### src/rtl/adder_pkg.sv
// Shared widths, saturation limits and entry layout for the adder result path.
// Consumed by result_fifo and sum_collector.
package adder_pkg;

  localparam int DW_DEF    = 32;
  localparam int TW_DEF    = 8;
  localparam int DEPTH_DEF = 4;

  localparam logic signed [DW_DEF-1:0] SAT_MAX = {1'b0, {(DW_DEF-1){1'b1}}};
  localparam logic signed [DW_DEF-1:0] SAT_MIN = {1'b1, {(DW_DEF-1){1'b0}}};

  typedef struct packed {
    logic signed [DW_DEF-1:0] sum;
    logic        [TW_DEF-1:0] tag;
  } entry_t;

endpackage

### src/rtl/result_fifo.sv
// Circular buffer holding {sum, tag} entries; head is read combinationally.
// Pointers wrap modulo DEPTH (power of two); clear flushes synchronously.
module result_fifo
  import adder_pkg::*;
#(
  parameter int DW    = DW_DEF,
  parameter int TW    = TW_DEF,
  parameter int DEPTH = DEPTH_DEF,
  localparam int AW   = $clog2(DEPTH),
  localparam int CW   = $clog2(DEPTH) + 1
) (
  input  logic            clock,
  input  logic            reset,
  input  logic            clear,
  input  logic            push,
  input  logic            pop,
  input  logic [DW+TW-1:0] wdata,
  output logic [DW+TW-1:0] rdata,
  output logic [CW-1:0]   count,
  output logic            full,
  output logic            empty
);

  logic [DW+TW-1:0] mem [DEPTH];
  logic [AW-1:0]    wr_ptr;
  logic [AW-1:0]    rd_ptr;
  logic             do_push;
  logic             do_pop;

  assign full    = (count == CW'(DEPTH));
  assign empty   = (count == '0);
  assign do_push = push & ~full & ~clear;
  assign do_pop  = pop & ~empty & ~clear;
  assign rdata   = mem[rd_ptr];

  // NOTE: storage has no reset; stale entries are unobservable because
  // out_valid is derived from count, and omitting it keeps mem in plain RAM.
  always_ff @(posedge clock) begin
    if (do_push) mem[wr_ptr] <= wdata;
  end

  // NOTE: sequential state uses non-blocking assignments so every register
  // samples pre-edge values regardless of statement order.
  always_ff @(posedge clock or posedge reset) begin
    if (reset) begin
      wr_ptr <= '0;
      rd_ptr <= '0;
      count  <= '0;
    end else if (clear) begin
      wr_ptr <= '0;
      rd_ptr <= '0;
      count  <= '0;
    end else begin
      if (do_push) wr_ptr <= wr_ptr + 1'b1;
      if (do_pop)  rd_ptr <= rd_ptr + 1'b1;
      case ({do_push, do_pop})
        2'b10:   count <= count + 1'b1;
        2'b01:   count <= count - 1'b1;
        default: count <= count;
      endcase
    end
  end

endmodule

### src/rtl/sum_collector.sv
// Collects signed adder results into a FIFO and keeps a running total with a
// sticky overflow flag. Define SUM_COLLECTOR_SAT_EN to saturate the total.
module sum_collector
  import adder_pkg::*;
#(
  parameter int DW    = DW_DEF,
  parameter int TW    = TW_DEF,
  parameter int DEPTH = DEPTH_DEF,
  localparam int CW   = $clog2(DEPTH) + 1
) (
  input  logic                 clock,
  input  logic                 reset,
  input  logic                 clear,
  input  logic                 in_valid,
  input  logic signed [DW-1:0] in_sum,
  input  logic        [TW-1:0] in_tag,
  output logic                 in_ready,
  output logic                 out_valid,
  output logic signed [DW-1:0] out_sum,
  output logic        [TW-1:0] out_tag,
  input  logic                 out_ready,
  output logic signed [DW-1:0] acc_total,
  output logic        [CW-1:0] count,
  output logic                 ovf
);

  // Limits follow DW so non-default widths saturate at their own bounds.
  localparam logic signed [DW-1:0] SAT_HI = {1'b0, {(DW-1){1'b1}}};
  localparam logic signed [DW-1:0] SAT_LO = {1'b1, {(DW-1){1'b0}}};

  logic               push;
  logic               pop;
  logic               full;
  logic               empty;
  logic [DW+TW-1:0]   head;
  logic signed [DW-1:0] raw_sum;
  logic signed [DW-1:0] acc_next;
  logic               add_ovf;

  assign in_ready  = ~full & ~clear;
  assign out_valid = ~empty;
  assign push      = in_valid & in_ready;
  assign pop       = out_valid & out_ready;
  assign out_sum   = head[DW+TW-1:TW];
  assign out_tag   = head[TW-1:0];

  result_fifo #(.DW(DW), .TW(TW), .DEPTH(DEPTH)) u_fifo (
    .clock (clock),
    .reset (reset),
    .clear (clear),
    .push  (push),
    .pop   (pop),
    .wdata ({in_sum, in_tag}),
    .rdata (head),
    .count (count),
    .full  (full),
    .empty (empty)
  );

  // NOTE: every always_comb output gets a default first so no path can
  // leave it unassigned and infer a latch.
  always_comb begin
    raw_sum  = acc_total + in_sum;
    add_ovf  = (acc_total[DW-1] == in_sum[DW-1]) && (raw_sum[DW-1] != acc_total[DW-1]);
    acc_next = raw_sum;
`ifdef SUM_COLLECTOR_SAT_EN
    if (add_ovf) acc_next = acc_total[DW-1] ? SAT_LO : SAT_HI;
`endif
  end

  always_ff @(posedge clock or posedge reset) begin
    if (reset) begin
      acc_total <= '0;
      ovf       <= 1'b0;
    end else if (clear) begin
      acc_total <= '0;
      ovf       <= 1'b0;
    end else if (push) begin
      acc_total <= acc_next;
      ovf       <= ovf | add_ovf;
    end
  end

endmodule

### config.mk
export PLATFORM = sky130hd
export DESIGN_NAME = sum_collector
export DESIGN_NICKNAME = d
export VERILOG_FILES = /design/src/rtl/adder_pkg.sv /design/src/rtl/result_fifo.sv /design/src/rtl/sum_collector.sv
export SDC_FILE = /design/constraint.sdc
export NUM_CORES = 1
export LEC_CHECK = 0
export ABC_CLOCK_PERIOD_IN_PS = 3700
export CORE_MARGIN = 4
export CORE_UTILIZATION = 55
export DETAILED_ROUTE_END_ITERATION = 16
export PLACE_DENSITY = 0.81
export SLEW_MARGIN = 15
export SYNTH_ARGS = -nofsm -noshare
export SYNTH_HDL_FRONTEND = slang
export SYNTH_SLANG_ARGS = --single-unit
export TNS_END_PERCENT = 50
### constraint.sdc
create_clock -name clock -period 3.7 [get_ports clock]
set_input_delay 0.555 -clock clock [delete_from_list [all_inputs] [get_ports clock]]
set_output_delay 0.555 -clock clock [all_outputs]
set_load 0.005 [all_outputs]
==> flow_summary.toml, run 1 <==
[run_status]
status = "finished, final reports clean"

[clock_network]
worstSkewPairLatency_ns = 0.44
hold_buffers = 0
clock_sinks = 200
cts_buffers = 17
cts_root_buf = "clkbuf_16"
htreeDepth = 4
clk_path_buf_depth = 2
cts_tree = "done"
postCtsResizedCells = 0
clk_pin_slew_ns = 0.07
post_cts.repair.setup_buffers = 0

[job]
max_cap_viol_count = 0

[final_layout]
syn_to_final_growth_pct = 24.7
fillers = 1090
drive_gt1_frac = 0.144
fin_util = 0.704
final_common_cell = "edfxtp_1"
fin_area_um2 = 11200
antenna_cells = 0
final_cell_mix = "160 x edfxtp_1, 122 x clkdlybuf4s50_1, 58 x nand2_1"
final_nets = 821

[routing]
drtIter0Drc = 365
via_per_inst = 5.89
drcViolationCount = 0
wirelength_mm = 20.3
dr.pass1.iters = 7
vias = 5706
wl_per_cell_um = 21.0
final_antenna_net_count = 0

[placement]
io_buffers = 122
gp_congestion = 0.943
place_hpwl_mm = 13.8
placed_area_um2 = 10600

[synthesis]
syn_avg_cell_area_um2 = 15.1
async_flop_share = 0.200
synthMuxAreaShare = 0.104
synth_cells = 595
synth_compound_area_frac = 0.0846
synth_enable_flop_cells = 160
synth_cell_types = 52
synth_fa_ha_area_frac = 0.0531
ys.flop_type = "edfxtp_1"
ys_warn_count = 0
ys_ff_latch = 200
syn_nets = 677
synth_top_family_by_area = "multiplexers"
ys_seq_area_frac = 0.645
synth_area_um2 = 9000
synth_xor_area_frac = 0.0292
synth-simple-area-share = 0.0727

[power]
static-leakage-power_nw = 4.06
ir_drop_mv = 0.390
p_total_mw = 7.10
power.density_nw_per_um2 = 632

[timing]
fin_crit_ns = 3.15
fmax_mhz = 317
finalHoldViolCount = 0
setup_viol = 0
fin_setup_tns_ns = 0
tightest_slew_ns = 1.07
fin_crit_sh = 0.852
maxSlewViolCount = 0
worst_hold_slack_ns = 0.529
relSlewSlack = 0.284
skew_ns = 0.00956
grt_setup_unrepaired = "no"

[worst_setup_path]
path_max_fanout = 6
crit_family = "compound AO/OA/AOI/OAI gates"
arrival_ns = 3.51
cp_num_buf_inv = 1
cp_slowest_cell = "clkdlybuf4s50_1"
slowest_delay_ns = 0.51
critPathKind = "primary input to flip-flop"
path_common_cell = "a21o_1"
cp.required_ns = 4.06
crit_path_start_kind = "primary input"
reg2regPathDepth = 9
end_kind = "flip-flop"
path_cells = "clkdlybuf4s50_1 -> ha_1 -> a21o_1 -> a21o_1 -> a211o_1 -> o41ai_4 -> a31oi_1 -> a311oi_2 -> o2111ai_1 -> o211ai_2"
path_depth = 10

[global_routing]
grt_remaining_overflow = 0
grt_max_degree = 33
grt_pass1_vias = 6049
antenna_found_initial = 0
grt_pass1_wl_mm = 32.6
grt_use_total = 0.233

[floorplanning]
die_w_um = 136
core_um2 = 15900
start_util = 0.565
die_h_um = 136
io_pins = 123
dieArea_um2 = 18500
num_rows = 46

[worst_hold_path]
hold_depth = 2
min_path_type = "flip-flop to flip-flop"
-- cell type report --
type                            instances  area [um2]  area share
Clock inverter                         15         159      0.0142
Inverter                                8        30.0     0.00267
Clock buffer                           17         425      0.0379
Multi-Input combinational cell        366        3090       0.276
Sequential cell                       200        5810       0.517
Tap cell                              216         270      0.0241
Timing Repair Buffer                  146        1440       0.128
-- registers in the layout, summed over array words and instances (netlist names) --
signal and cells:
acc_total 32, ovf 1, u_fifo.count 3, u_fifo.mem 160, u_fifo.rd_ptr 2, u_fifo.wr_ptr 2
-- cells by family after synthesis --
| kind of cell | count (synthesis) |
|---|---|
| AND/OR/NAND/NOR | 137 |
| multiplexers | 43 |
| buffers and inverters | 29 |
| AO/OA/AOI/OAI | 119 |
| flip-flops | 200 |
| adder cells (fa/ha/maj) | 37 |
| XOR/XNOR | 30 |
-- stage by stage --
step,instances,setup WS (ns)
3_3_place_gp,936,0.200
6_report,968,0.547
3_5_place_dp,936,0.124
4_1_cts,968,0.559
2_1_floorplan,595,0.877
5_1_grt,968,0.380
-- worst paths after layout --
kind,to,from,slack (ns)
min in group asynchronous,u_fifo.count[1]$_DFFE_PP0P_,reset,0.56
max reg2reg,acc_total[31]$_DFFE_PP0P_,acc_total[1]$_DFFE_PP0P_,0.80
max in group asynchronous,acc_total[7]$_DFFE_PP0P_,reset,2.50
min reg2reg,acc_total[19]$_DFFE_PP0P_,acc_total[19]$_DFFE_PP0P_,0.53
min,acc_total[19]$_DFFE_PP0P_,acc_total[19]$_DFFE_PP0P_,0.53
max,acc_total[30]$_DFFE_PP0P_,in_sum[9],0.55
-- report_power, final --
group          leakage (nW)  total, mW  internal (mW)  switching [mW]
registers              1.98       2.85           2.66           0.192
logic                  1.79       2.46           1.35            1.11
clock network         0.283       1.78          0.900           0.884
-- synthesized netlist by cell type (2+ instances only) --
master / count / share of area
edfxtp_1: 160 / 0.53
nand2_1: 58 / 0.024
a21oi_1: 49 / 0.027
dfrtp_1: 40 / 0.11
mux4_2: 40 / 0.10
ha_1: 35 / 0.049
nor2_1: 25 / 0.010
o21ai_0: 22 / 0.012
xnor2_1: 17 / 0.017
clkbuf_1: 13 / 0.0054
xor2_1: 13 / 0.013
a21o_1: 12 / 0.010
nand3_1: 9 / 0.0050
buf_1: 8 / 0.0033
inv_1: 8 / 0.0033
and2_1: 7 / 0.0049
nor2b_1: 7 / 0.0049
a211oi_1: 6 / 0.0050
nor3_1: 5 / 0.0028
a31oi_1: 4 / 0.0028
and3_1: 4 / 0.0028
nand4_1: 4 / 0.0028
o211ai_1: 4 / 0.0033
or3_1: 4 / 0.0028
and4_1: 3 / 0.0029
nand2b_1: 3 / 0.0021
o21a_1: 3 / 0.0025
or4_1: 3 / 0.0025
a311oi_1: 2 / 0.0019
fa_1: 2 / 0.0044
mux2i_1: 2 / 0.0022
nand4b_1: 2 / 0.0019
o22ai_1: 2 / 0.0014
-- worst min-delay path, cell delays in order (launching register included) --
cell	delay, ns
dfrtp_1	0.38
nand2_1	0.05
o21ai_0	0.06
-- routing by layer --
layer | track usage | routed length, um | up-vias
met3 | 0.0500 | 1040 | 33
met4 | 0.0778 | 431 | 0
li1 | - | - | 2610
met1 | 0.310 | 8590 | 2889
met2 | 0.389 | 10200 | 174
met5 | 0 | 0 | -
No activity file was read; power rests on OpenSTA's default activity.
==> run 2: changes to the inputs <==
Settings changed: CORE_UTILIZATION 55 to 57, CTS_BUF_LIST set to sky130_fd_sc_hd__clkbuf_8, PLACE_DENSITY 0.81 to 0.83.
==> flow_summary.toml, run 2 (synthesis gave the netlist of run 1 again) <==
[run_status]
status = "finished, final reports clean"

[final_layout]
regArea_um2 = 5810
fillers = 1039
drive_gt1_frac = 0.135
largest_register_ffs = 160
final_common_cell = "edfxtp_1"
largestRegisters = "u_fifo.mem x160, acc_total x32, u_fifo.count x3"
antenna_cells = 0
max_flop_register = "u_fifo.mem"
final_cell_mix = "160 x edfxtp_1, 122 x clkdlybuf4s50_1, 58 x nand2_1"
multi_input_area_um2 = 3090
syn_to_final_growth_pct = 22.1
final_nets = 817

[global_routing]
grt_max_degree = 43
grt_pass1_vias = 6024
grt_remaining_overflow = 0
grt_use_total = 0.236
grt_pass1_wl_mm = 32.4
antenna_found_initial = 0

[power]
swShare = 0.312
power_frac_clock = 0.196
p_comb_frac = 0.377
static-leakage-power_nw = 3.95
power.density_nw_per_um2 = 600
p_sw_mw = 2.06
p_int_mw = 4.54
ir_drop_mv = 0.457
power_frac_seq = 0.427

[floorplanning]
num_rows = 45
core_um2 = 15300
die_w_um = 134
die_h_um = 134
io_pins = 123
start_util = 0.588
dieArea_um2 = 17900

[timing]
relSlewSlack = 0.417
finalHoldViolCount = 0
fmax_mhz = 313
skew_ns = 0.00855
maxSlewViolCount = 0
grt_setup_unrepaired = "no"
timing.final.ws_setup_ns = 0.500
fin_setup_tns_ns = 0
tightest_slew_ns = 0.873
setup_viol = 0
fin_crit_sh = 0.865
fin_crit_ns = 3.20

[routing]
via_per_inst = 5.92
drcViolationCount = 0
wl_per_cell_um = 20.9
final_antenna_net_count = 0
vias = 5673
dr.pass1.iters = 5
drtIter0Drc = 450
wirelength_mm = 20.1

[placement]
dp_slack_ns = 0.0679
gp_congestion = 0.903
place_hpwl_mm = 13.7
io_buffers = 122

[clock_network]
clock_sinks = 200
clk_pin_slew_ns = 0.10
cts_tree = "done"
post_cts.repair.setup_buffers = 0
clk_path_buf_depth = 2
cts_buffers = 17
worstSkewPairLatency_ns = 0.47
hold_buffers = 0
postCtsResizedCells = 0
cts_root_buf = "clkbuf_8"
htreeDepth = 4

[job]
max_cap_viol_count = 0

[worst_setup_path]
end_kind = "flip-flop"
arrival_ns = 3.55
path_cells = "clkdlybuf4s50_1 -> ha_1 -> a21o_1 -> a21o_1 -> a211o_1 -> o41ai_4 -> a31oi_1 -> a311oi_2 -> or4_1 -> o211ai_2"
slowest_delay_ns = 0.50
rrSetupSlack_ns = 0.68
critPathKind = "primary input to flip-flop"
path_max_fanout = 6
cp.required_ns = 4.05
cp_slowest_cell = "clkdlybuf4s50_1"
path_common_cell = "a21o_1"
crit_path_start_kind = "primary input"

[worst_hold_path]
min_path_type = "flip-flop to flip-flop"
[run 2: changes by cell type in the layout (fill, tap and decap cells not counted), sizes merged]
cell	delta
bufinv	+1
clkinv	-3
clkinvlp	+1
inv	+1
buf	-4
[run 2: per-stage QoR]
stage / util / cells / hold slack, ns / power [mW] / area (um2)
floorplan: - / 595 / 0.498 / 4.25 / 9000
global placement: 0.694 / 927 / 0.518 / 5.29 / 10600
detailed placement: 0.694 / 927 / 0.508 / 5.35 / 10600
CTS: 0.718 / 959 / 0.530 / 6.64 / 11000
global route: 0.718 / 959 / 0.571 / 6.96 / 11000
finish: 0.718 / 959 / 0.528 / 6.60 / 11000
[run 2: final cells by class]
type,instances,area share
well taps,211,0.0240
repair buffers,142,0.130
clock buffers,17,0.0213
inverters,8,0.00273
multi-input cells,366,0.281
clock inverters,15,0.0121
flip-flops and latches,200,0.528
[run 2: worst paths after layout]
check / from / endpoint / cells after the start
max in group asynchronous: reset / acc_total[15]$_DFFE_PP0P_ / 3
hold reg to reg: acc_total[19]$_DFFE_PP0P_ / acc_total[19]$_DFFE_PP0P_ / 2
setup / recovery: in_sum[9] / acc_total[30]$_DFFE_PP0P_ / 10
hold / removal: acc_total[19]$_DFFE_PP0P_ / acc_total[19]$_DFFE_PP0P_ / 2
min in group asynchronous: reset / u_fifo.count[2]$_DFFE_PP0P_ / 2
setup reg to reg: acc_total[1]$_DFFE_PP0P_ / acc_total[31]$_DFFE_PP0P_ / 9
[run 2: per-layer routing]
layer,GRT usage,share of wire,up-vias,wire (um)
met4,0.0789,0.016,0,314
met2,0.394,0.51,206,10200
met5,0,0,-,0
met3,0.0389,0.050,24,1010
met1,0.321,0.43,2846,8540
li1,-,-,2597,-
[run 2: worst max-delay path: cells and delay by family]
family / cells / cell delay (ns)
buffers and inverters: 1 / 0.50
AO/OA/AOI/OAI: 7 / 1.86
adder cells (fa/ha/maj): 1 / 0.42
AND/OR/NAND/NOR: 1 / 0.20
[run 2: power by group through the flow]
stage               sequential (mW)  combinational [mW]  clock [mW]
detailed placement             2.87                2.48           0
finish                         2.82                2.49        1.29
global placement               2.85                2.44           0
CTS                            2.82                2.51        1.32
floorplan                      2.82                1.43           0
global route                   2.84                2.70        1.42
